File: src/rtl/arcade_video_pkg.sv
// Shared definitions for the arcade video output stage.
// Colour widths, gamma LUT address field positions and channel encoding.
package arcade_video_pkg;

  localparam int OUT_W      = 8;   // output colour width per channel
  localparam int GAMMA_AW   = 10;  // {chan[1:0], index[7:0]}
  localparam int GAMMA_IDX_MSB = 7;
  localparam int GAMMA_IDX_LSB = 0;
  localparam int GAMMA_CH_MSB  = 9;
  localparam int GAMMA_CH_LSB  = 8;

  typedef enum logic [1:0] {
    CH_R    = 2'd0,
    CH_G    = 2'd1,
    CH_B    = 2'd2,
    CH_NONE = 2'd3
  } gamma_chan_e;

  // Input colour width for a given depth setting.
  function automatic int colour_w(input int half_depth);
    return (half_depth != 0) ? 4 : 8;
  endfunction

endpackage

File: src/rtl/arcade_sync_mixer_sync_fix_pol.sv
// sync_fix_pol: learns the polarity of a raw sync and normalises it to
// active-high. The longer of the two levels is taken as the inactive level.
module sync_fix_pol
  import arcade_video_pkg::*;
#(
  parameter int CNT_W = 20
) (
  input  logic CLK_VIDEO,
  input  logic reset,
  input  logic sync_in,
  output logic sync_out
);

  logic             s1;
  logic             s2;
  logic [CNT_W-1:0] cnt;
  logic [CNT_W-1:0] pos;
  logic [CNT_W-1:0] neg;
  logic             pol;

  // Measure high/low level lengths with a saturating counter and compare them.
  always_ff @(posedge CLK_VIDEO) begin
    if (reset) begin
      s1  <= 1'b0;
      s2  <= 1'b0;
      cnt <= '0;
      pos <= '0;
      neg <= '0;
      pol <= 1'b0;
    end else begin
      s1 <= sync_in;
      s2 <= s1;
      if (s1 != s2)
        cnt <= '0;
      else if (cnt != {CNT_W{1'b1}})
        cnt <= cnt + 1'b1;
      // Rising edge closes a low phase, falling edge closes a high phase.
      if (s1 && !s2)
        neg <= cnt;
      if (!s1 && s2)
        pos <= cnt;
      pol <= (pos > neg);
    end
  end

  assign sync_out = sync_in ^ pol;

endmodule

File: src/rtl/arcade_sync_mixer.sv
// arcade_sync_mixer: final video stage. Normalises syncs, expands colour to
// 8 bits, blanks, derives DE and re-times everything on ce_pix.
// Optional feature: define ARCADE_SYNC_MIXER_GAMMA_EN for a 3x256x8 gamma LUT,
// which adds one pipeline stage to every output.
module arcade_sync_mixer
  import arcade_video_pkg::*;
#(
  parameter int HALF_DEPTH = 0,
  parameter int CNT_W      = 20
) (
  input  logic                              CLK_VIDEO,
  input  logic                              reset,
  input  logic                              ce_pix,
  input  logic [colour_w(HALF_DEPTH)-1:0]   R,
  input  logic [colour_w(HALF_DEPTH)-1:0]   G,
  input  logic [colour_w(HALF_DEPTH)-1:0]   B,
  input  logic                              HSync,
  input  logic                              VSync,
  input  logic                              HBlank,
  input  logic                              VBlank,
  input  logic                              gamma_wr,
  input  logic [GAMMA_AW-1:0]               gamma_addr,
  input  logic [7:0]                        gamma_data,
  input  logic                              gamma_en,
  output logic                              CE_PIXEL,
  output logic [OUT_W-1:0]                  VGA_R,
  output logic [OUT_W-1:0]                  VGA_G,
  output logic [OUT_W-1:0]                  VGA_B,
  output logic                              VGA_HS,
  output logic                              VGA_VS,
  output logic                              VGA_DE
);

  logic             hs_fix;
  logic             vs_fix;
  logic             de_in;
  logic [OUT_W-1:0] r_x;
  logic [OUT_W-1:0] g_x;
  logic [OUT_W-1:0] b_x;

  sync_fix_pol #(.CNT_W(CNT_W)) u_hs_fix (
    .CLK_VIDEO (CLK_VIDEO),
    .reset     (reset),
    .sync_in   (HSync),
    .sync_out  (hs_fix)
  );

  sync_fix_pol #(.CNT_W(CNT_W)) u_vs_fix (
    .CLK_VIDEO (CLK_VIDEO),
    .reset     (reset),
    .sync_in   (VSync),
    .sync_out  (vs_fix)
  );

  assign de_in = ~(HBlank | VBlank);

  // 4-bit inputs replicate the nibble so full scale maps to 8'hFF.
  generate
    if (HALF_DEPTH != 0) begin : g_half
      assign r_x = {R, R};
      assign g_x = {G, G};
      assign b_x = {B, B};
    end else begin : g_full
      assign r_x = R;
      assign g_x = G;
      assign b_x = B;
    end
  endgenerate

  logic             ce1;
  logic             hs1;
  logic             vs1;
  logic             de1;
  logic [OUT_W-1:0] r1;
  logic [OUT_W-1:0] g1;
  logic [OUT_W-1:0] b1;

  // Stage 1: capture syncs, DE and blanked colour on each pixel enable.
  always_ff @(posedge CLK_VIDEO) begin
    if (reset) begin
      ce1 <= 1'b0;
      hs1 <= 1'b0;
      vs1 <= 1'b0;
      de1 <= 1'b0;
      r1  <= '0;
      g1  <= '0;
      b1  <= '0;
    end else begin
      ce1 <= ce_pix;
      if (ce_pix) begin
        hs1 <= hs_fix;
        vs1 <= vs_fix;
        de1 <= de_in;
        r1  <= de_in ? r_x : '0;
        g1  <= de_in ? g_x : '0;
        b1  <= de_in ? b_x : '0;
      end
    end
  end

`ifdef ARCADE_SYNC_MIXER_GAMMA_EN
  logic [7:0] lut_r [0:255];
  logic [7:0] lut_g [0:255];
  logic [7:0] lut_b [0:255];

  logic             ce2;
  logic             hs2;
  logic             vs2;
  logic             de2;
  logic [OUT_W-1:0] r2;
  logic [OUT_W-1:0] g2;
  logic [OUT_W-1:0] b2;

  // LUT write port; contents survive reset. Channel 3 is not backed by RAM.
  always_ff @(posedge CLK_VIDEO) begin
    if (gamma_wr) begin
      case (gamma_chan_e'(gamma_addr[GAMMA_CH_MSB:GAMMA_CH_LSB]))
        CH_R:    lut_r[gamma_addr[GAMMA_IDX_MSB:GAMMA_IDX_LSB]] <= gamma_data;
        CH_G:    lut_g[gamma_addr[GAMMA_IDX_MSB:GAMMA_IDX_LSB]] <= gamma_data;
        CH_B:    lut_b[gamma_addr[GAMMA_IDX_MSB:GAMMA_IDX_LSB]] <= gamma_data;
        default: ;
      endcase
    end
  end

  // Stage 2: registered LUT lookup; blanked pixels stay black regardless of LUT.
  always_ff @(posedge CLK_VIDEO) begin
    if (reset) begin
      ce2 <= 1'b0;
      hs2 <= 1'b0;
      vs2 <= 1'b0;
      de2 <= 1'b0;
      r2  <= '0;
      g2  <= '0;
      b2  <= '0;
    end else begin
      ce2 <= ce1;
      if (ce1) begin
        hs2 <= hs1;
        vs2 <= vs1;
        de2 <= de1;
        r2  <= !de1 ? '0 : (gamma_en ? lut_r[r1] : r1);
        g2  <= !de1 ? '0 : (gamma_en ? lut_g[g1] : g1);
        b2  <= !de1 ? '0 : (gamma_en ? lut_b[b1] : b1);
      end
    end
  end

  assign CE_PIXEL = ce2;
  assign VGA_HS   = hs2;
  assign VGA_VS   = vs2;
  assign VGA_DE   = de2;
  assign VGA_R    = r2;
  assign VGA_G    = g2;
  assign VGA_B    = b2;
`else
  // Gamma controls have no effect in this build.
  logic unused_gamma;
  assign unused_gamma = ^{gamma_wr, gamma_addr, gamma_data, gamma_en};

  assign CE_PIXEL = ce1;
  assign VGA_HS   = hs1;
  assign VGA_VS   = vs1;
  assign VGA_DE   = de1;
  assign VGA_R    = r1;
  assign VGA_G    = g1;
  assign VGA_B    = b1;
`endif

endmodule

File: config.mk
export PLATFORM = sky130hd
export DESIGN_NAME = arcade_sync_mixer
export DESIGN_NICKNAME = d
export VERILOG_FILES = /design/src/rtl/arcade_video_pkg.sv /design/src/rtl/arcade_sync_mixer_sync_fix_pol.sv /design/src/rtl/arcade_sync_mixer.sv
export SDC_FILE = /design/constraint.sdc
export NUM_CORES = 1
export LEC_CHECK = 0
export ABC_AREA = 1
export BUFFER_PORTS_ARGS = -buffer_cell sky130_fd_sc_hd__buf_2
export CAP_MARGIN = 30
export CORE_MARGIN = 1.5
export CORE_UTILIZATION = 30
export DETAILED_ROUTE_END_ITERATION = 12
export GPL_TIMING_DRIVEN = 0
export SLEW_MARGIN = 15
export SYNTH_ARGS = -nofsm -noshare
export SYNTH_HDL_FRONTEND = slang
export SYNTH_SLANG_ARGS = --single-unit
export TNS_END_PERCENT = 10
File: constraint.sdc
create_clock -name CLK_VIDEO -period 2.1 [get_ports CLK_VIDEO]
set_input_delay 0.105 -clock CLK_VIDEO [delete_from_list [all_inputs] [get_ports CLK_VIDEO]]
set_output_delay 0.105 -clock CLK_VIDEO [all_outputs]
set_load 0.03 [all_outputs]
==> Word-level counts from Yosys, hierarchy flattened <==
Index checks and enable logic that the tools add are counted.
{ "classes": {"n_eq_ne": 4, "n_reduce_logical": 10, "muxes": 3, "add_sub_neg": 2, "n_bitwise": 4, "magnitude_cmp": 2} }
{ "op_table": {"columns": ["cell", "count"], "rows": [
  ["$add 20x1->20 const B", 2],
  ["$gt 20x20->1", 2],
  ["$ne 20x20->1 const B", 2],
  ["$mux 8", 3],
  ["$logic_and 1x1->1", 4],
  ["$logic_not 1->1", 4],
  ["$reduce_or 2->1", 2],
  ["$ne 1x1->1", 2],
  ["$xor 1x1->1", 2],
  ["$not 1->1", 1],
  ["$or 1x1->1", 1]
]} }
{ "word_totals": {"regBits": 154, "in_bits": 51} }

==> Longest topological paths before layout <==
{ "logic_depth": {"word_depth": 2, "ltp_mapped": 10} }

==> By module <==
A second synthesis with hierarchy kept.
{ "unflattened": {"hier_cells": 973, "area_unflattened_um2": 7257.0} }
{ "modules_own_cells": {"columns": ["module", "cells_per_inst", "n_inst", "seq_area_each_um2", "area_per_inst_um2"], "rows": [
  ["sync_fix_pol (u_hs_fix)", 428, 1, 1261.2, 3120.5],
  ["sync_fix_pol (u_vs_fix)", 423, 1, 1261.2, 3084.2],
  ["arcade_sync_mixer", 122, 1, 560.5, 1052.3]
]} }

==> Least setup slack after synthesis <==
OpenSTA, ideal clock, no wires.
{ "synth_path": {"path_type": "register -> register", "startpoint": "reg u_vs_fix.cnt[1]", "endpoint": "reg u_vs_fix.cnt[1]", "stages_incl_launch_ff": 10, "synth_period_minus_slack_ns": 1.401, "arrival_ns": 1.266, "required_time_ns": 1.965, "path_slack_ns": 0.699, "n_path_buf": 1, "path_cell_list": "dfxtp_1 > ha_1 > nand2_2 > nor2_2 > nand2_2 > clkinv_2 > nand3_4 > buf_6 > nand2_1 > a21oi_1"} }
{ "synth_via": {"elab_chain_len": 1} }
{ "synth_rtl": {"columns": ["item", "line_no", "source"], "rows": [
  ["from (decl)", "arcade_sync_mixer_sync_fix_pol.sv:16", "logic [CNT_W-1:0] cnt;"],
  ["from (signal assigned)", "arcade_sync_mixer_sync_fix_pol.sv:36", "cnt <= cnt + 1'b1;"],
  ["$add 20x1->20 / $ne 20x20->1 (equally long branches)", "arcade_sync_mixer_sync_fix_pol.sv:36, arcade_sync_mixer_sync_fix_pol.sv:35", null]
]} }
Parallel ways exist; a longest one is shown, timed or not.
A chain may end at the register's enable or synchronous reset.

==> Worst setup path after layout <==
Same ends and word-level chain as after synthesis.

==> flow_metrics.py <==
metrics = {
    "clocking": {
        "root_buffer": "clkbuf_16",
        "post_cts_resized": 0,
        "cts_buffer_depth": 2,
        "clk_pin_slew_worst_paths_ns": 0.06,
        "clock-sinks": 154,
        "clkLatencyLatePin_ns": 0.43,
        "htree_levels": 4,
        "cts_buffers": 17,
        "cts_tree": "done",
    },
    "route": {
        "via_per_inst": 4.592,
        "wire_per_inst_um": 12.34,
        "drt_first_pass_iters": 5,
        "vias": 6429,
        "drtAntennaViolNets": 0,
        "drc": 0,
        "drt_iter0_markers": 391,
        "drt-total-wl_mm": 17.28,
    },
    "power": {
        "comb_power_share_pct": 9.6,
        "p_int_w": 0.005056,
        "clkPwrFrac_pct": 45.0,
        "leakagePower_nw": 3.573,
        "seq_power_share_pct": 45.5,
        "power.net_switching_w": 0.001757,
        "p_per_area_nw_per_um2": 785.0,
        "irDropWorstVdd_v": 0.0004869,
        "switching_share_pct": 25.79,
    },
    "synthesis": {
        "ys_ff_latch": 154,
        "postSynthAreaPerCell_sq_um": 7.395,
        "yosysTopAreaCellShare_pct": 43.11,
        "yosys_warnings": 0,
        "synth_area_sq_um": 7151,
        "yosys.area.top_type": "dfxtp_1",
        "synth_cells": 967,
        "ys_seq_area_share_pct": 43.11,
        "syn_nets": 1064,
        "synth_cell_types": 33,
        "ys_top_cells_by_area": "dfxtp_1 (43%), nand2_1 (9.0%), a21oi_1 (8.8%)",
    },
    "floorplanning": {
        "die_y_um": 157.4,
        "io_pins": 79,
        "rows": 56,
        "die_width_um": 157.4,
        "core-area_sq_um": 23400,
        "start_util_pct": 30.55,
        "dieArea_sq_um": 24770,
    },
    "finish": {
        "area_growth_pct": 21.38,
        "final_common_cell": "nand2_1",
        "nets": 1165,
        "antennaDiodeCount": 0,
        "drive_gt1_share_pct": 11.93,
        "fin_cells": 1400,
        "final_cell_mix": "nand2_1 (171), dfxtp_1 (154), a21oi_1 (126)",
    },
    "sta": {
        "post-route-period-util_pct": 81.53,
        "hold_viol": 0,
        "tns_ns": 0,
        "setup_viol": 0,
        "tightest_slew_ns": 0.5880,
        "clock.fmax_ghz": 0.5841,
        "slew_viol_final": 0,
        "slew_headroom_pct": 60.80,
        "finClkSkew_ns": 0.009286,
        "rsz0062_at_grt": "false",
        "period_needed_ns": 1.712,
        "fin_ws_ns": 0.3878,
    },
    "global_routing": {
        "grt_usage_pct": 14.25,
        "grt-ovfl-total": 0,
        "grt_pass1_wl_mm": 28.18,
        "antenna_found_initial": 0,
        "grt_start_max_net_pins": 17,
        "grt_pass1_vias": 5900,
    },
    "flow_run": {
        "cap_viol_max_count": 0,
    },
    "hold_path": {
        "hold_path_class": "input pin to flop",
    },
    "critical_path": {
        "cp_max_fo": 10,
        "startpoint_type": "flop",
        "r2r_slack_ns": 0.39,
        "path_class": "flop to flop",
        "required_ns": 2.38,
        "cp-end-kind": "flop",
        "cp.arrival_ns": 2.00,
    },
    "placed_design": {
        "place_congestion": 0.8091,
        "io_buffer_count": 56,
        "place_ws_ns": 0.3826,
        "dp.cells": 1342,
        "place_hpwl_mm": 12.50,
    },
    "run_status": {
        "status": "complete, no violations",
    },
}
-- power by group through the flow --
| stage | Combinational [W] | Sequential (W) | Clock [W] |
|---|---|---|---|
| final | 0.000652 | 0.00310 | 0.00306 |
| after floorplan | 0.000407 | 0.00318 | 0 |
| after detailed placement | 0.000616 | 0.00316 | 0 |
| after global routing | 0.000752 | 0.00311 | 0.00327 |
| after global placement | 0.000613 | 0.00316 | 0 |
| after CTS | 0.000658 | 0.00310 | 0.00314 |
-- cells in the mapped netlist --
master,count
nand2_1,171
dfxtp_1,154
a21oi_1,126
inv_1,124
nor2_1,89
o21ai_0,89
nand3_1,56
ha_1,46
clkbuf_1,26
nand4_1,12
xor2_1,12
buf_2,11
a31oi_1,8
inv_2,7
nand2_2,5
nor2_2,4
nand3_2,3
nor3_1,3
xnor2_1,3
and2_1,2
buf_6,2
clkbuf_2,2
nor2_4,2
a21boi_0,1
a21o_1,1
a21oi_2,1
a31oi_2,1
buf_1,1
clkinv_1,1
clkinv_2,1
nand3_4,1
nor3_4,1
o31ai_1,1
-- metal layers --
layer	routed length, um	vias to the layer above	global-route usage [%]	part of all wire, %
met5	0	-	0	0
met1	8498	2957	18.55	49
li1	-	3347	-	-
met4	201	0	4.403	1.2
met3	546	16	2.891	3.2
met2	8029	109	23.64	46
-- metrics by stage --
| step | instance area [sq um] | util [%] | hold slack, ns | total power (W) |
|---|---|---|---|---|
| floorplan | 7151 | - | 0.2120 | 0.003587 |
| global placement | 7830 | 33.46 | 0.3406 | 0.003772 |
| detailed placement | 7830 | 33.46 | 0.3476 | 0.003777 |
| CTS | 8680 | 37.09 | 0.04827 | 0.006890 |
| global route | 8680 | 37.09 | 0.08507 | 0.007132 |
| finish | 8680 | 37.09 | 0.05385 | 0.006813 |
-- what timing repair did --
item                                    CTS  global route
endpoints found under the setup margin    0             0
hold endpoints to repair                 26             0
setup buffers                             0             0
hold buffers                             26             0
-- kinds of logic after synthesis --
| logic type | count (synthesis) | share of synthesized area, % |
|---|---|---|
| adders and majority gates | 46 | 8.049 |
| DFF | 154 | 43.11 |
| AOI/OAI and AO/OA | 228 | 16.36 |
| xor gates and xnor gates | 15 | 1.837 |
| buffers and inverters | 175 | 9.641 |
| and+or+nand+nor | 349 | 21.00 |
-- layout make-up --
type	instances	area [sq um]
Buffer	42	188.9
Clock buffer	17	425.4
Clock inverter	15	163.9
Fill cell	2479	14720
Inverter	133	500.5
Multi-Input combinational cell	638	3378
Sequential cell	154	3083
Tap cell	319	399.1
Timing Repair Buffer	82	540.5
-- final timing paths --
check                                from                      endpoint  cells past startpoint
max          u_vs_fix.cnt[1]$_SDFFE_PP0P_  u_vs_fix.cnt[1]$_SDFFE_PP0P_                      9
min                                HBlank         VGA_G[7]$_SDFFE_PP0P_                      4
max reg2reg  u_vs_fix.cnt[1]$_SDFFE_PP0P_  u_vs_fix.cnt[1]$_SDFFE_PP0P_                      9
min reg2reg        u_vs_fix.s1$_SDFF_PP0_        u_vs_fix.s2$_SDFF_PP0_                      2
-- critical path, cell delays in order, from the launching register on --
cell and delay (ns):
dfxtp_1 0.46, ha_1 0.28, nand2_2 0.07, nor2_2 0.14, nand2_2 0.13, clkinv_2 0.10, nand3_4 0.10, buf_6 0.17
nand2_1 0.06, a21oi_1 0.05
-- state kept, by name, summed over array words and instances, names as in the netlist, 8 cells and up --
| name | flops |
|---|---|
| u_vs_fix.cnt | 20 |
| u_hs_fix.neg | 20 |
| u_hs_fix.cnt | 20 |
| u_vs_fix.neg | 20 |
| u_vs_fix.pos | 20 |
| u_hs_fix.pos | 20 |
| VGA_R | 8 |
| VGA_B | 8 |
| VGA_G | 8 |
Power figures use the tool's default switching activity.
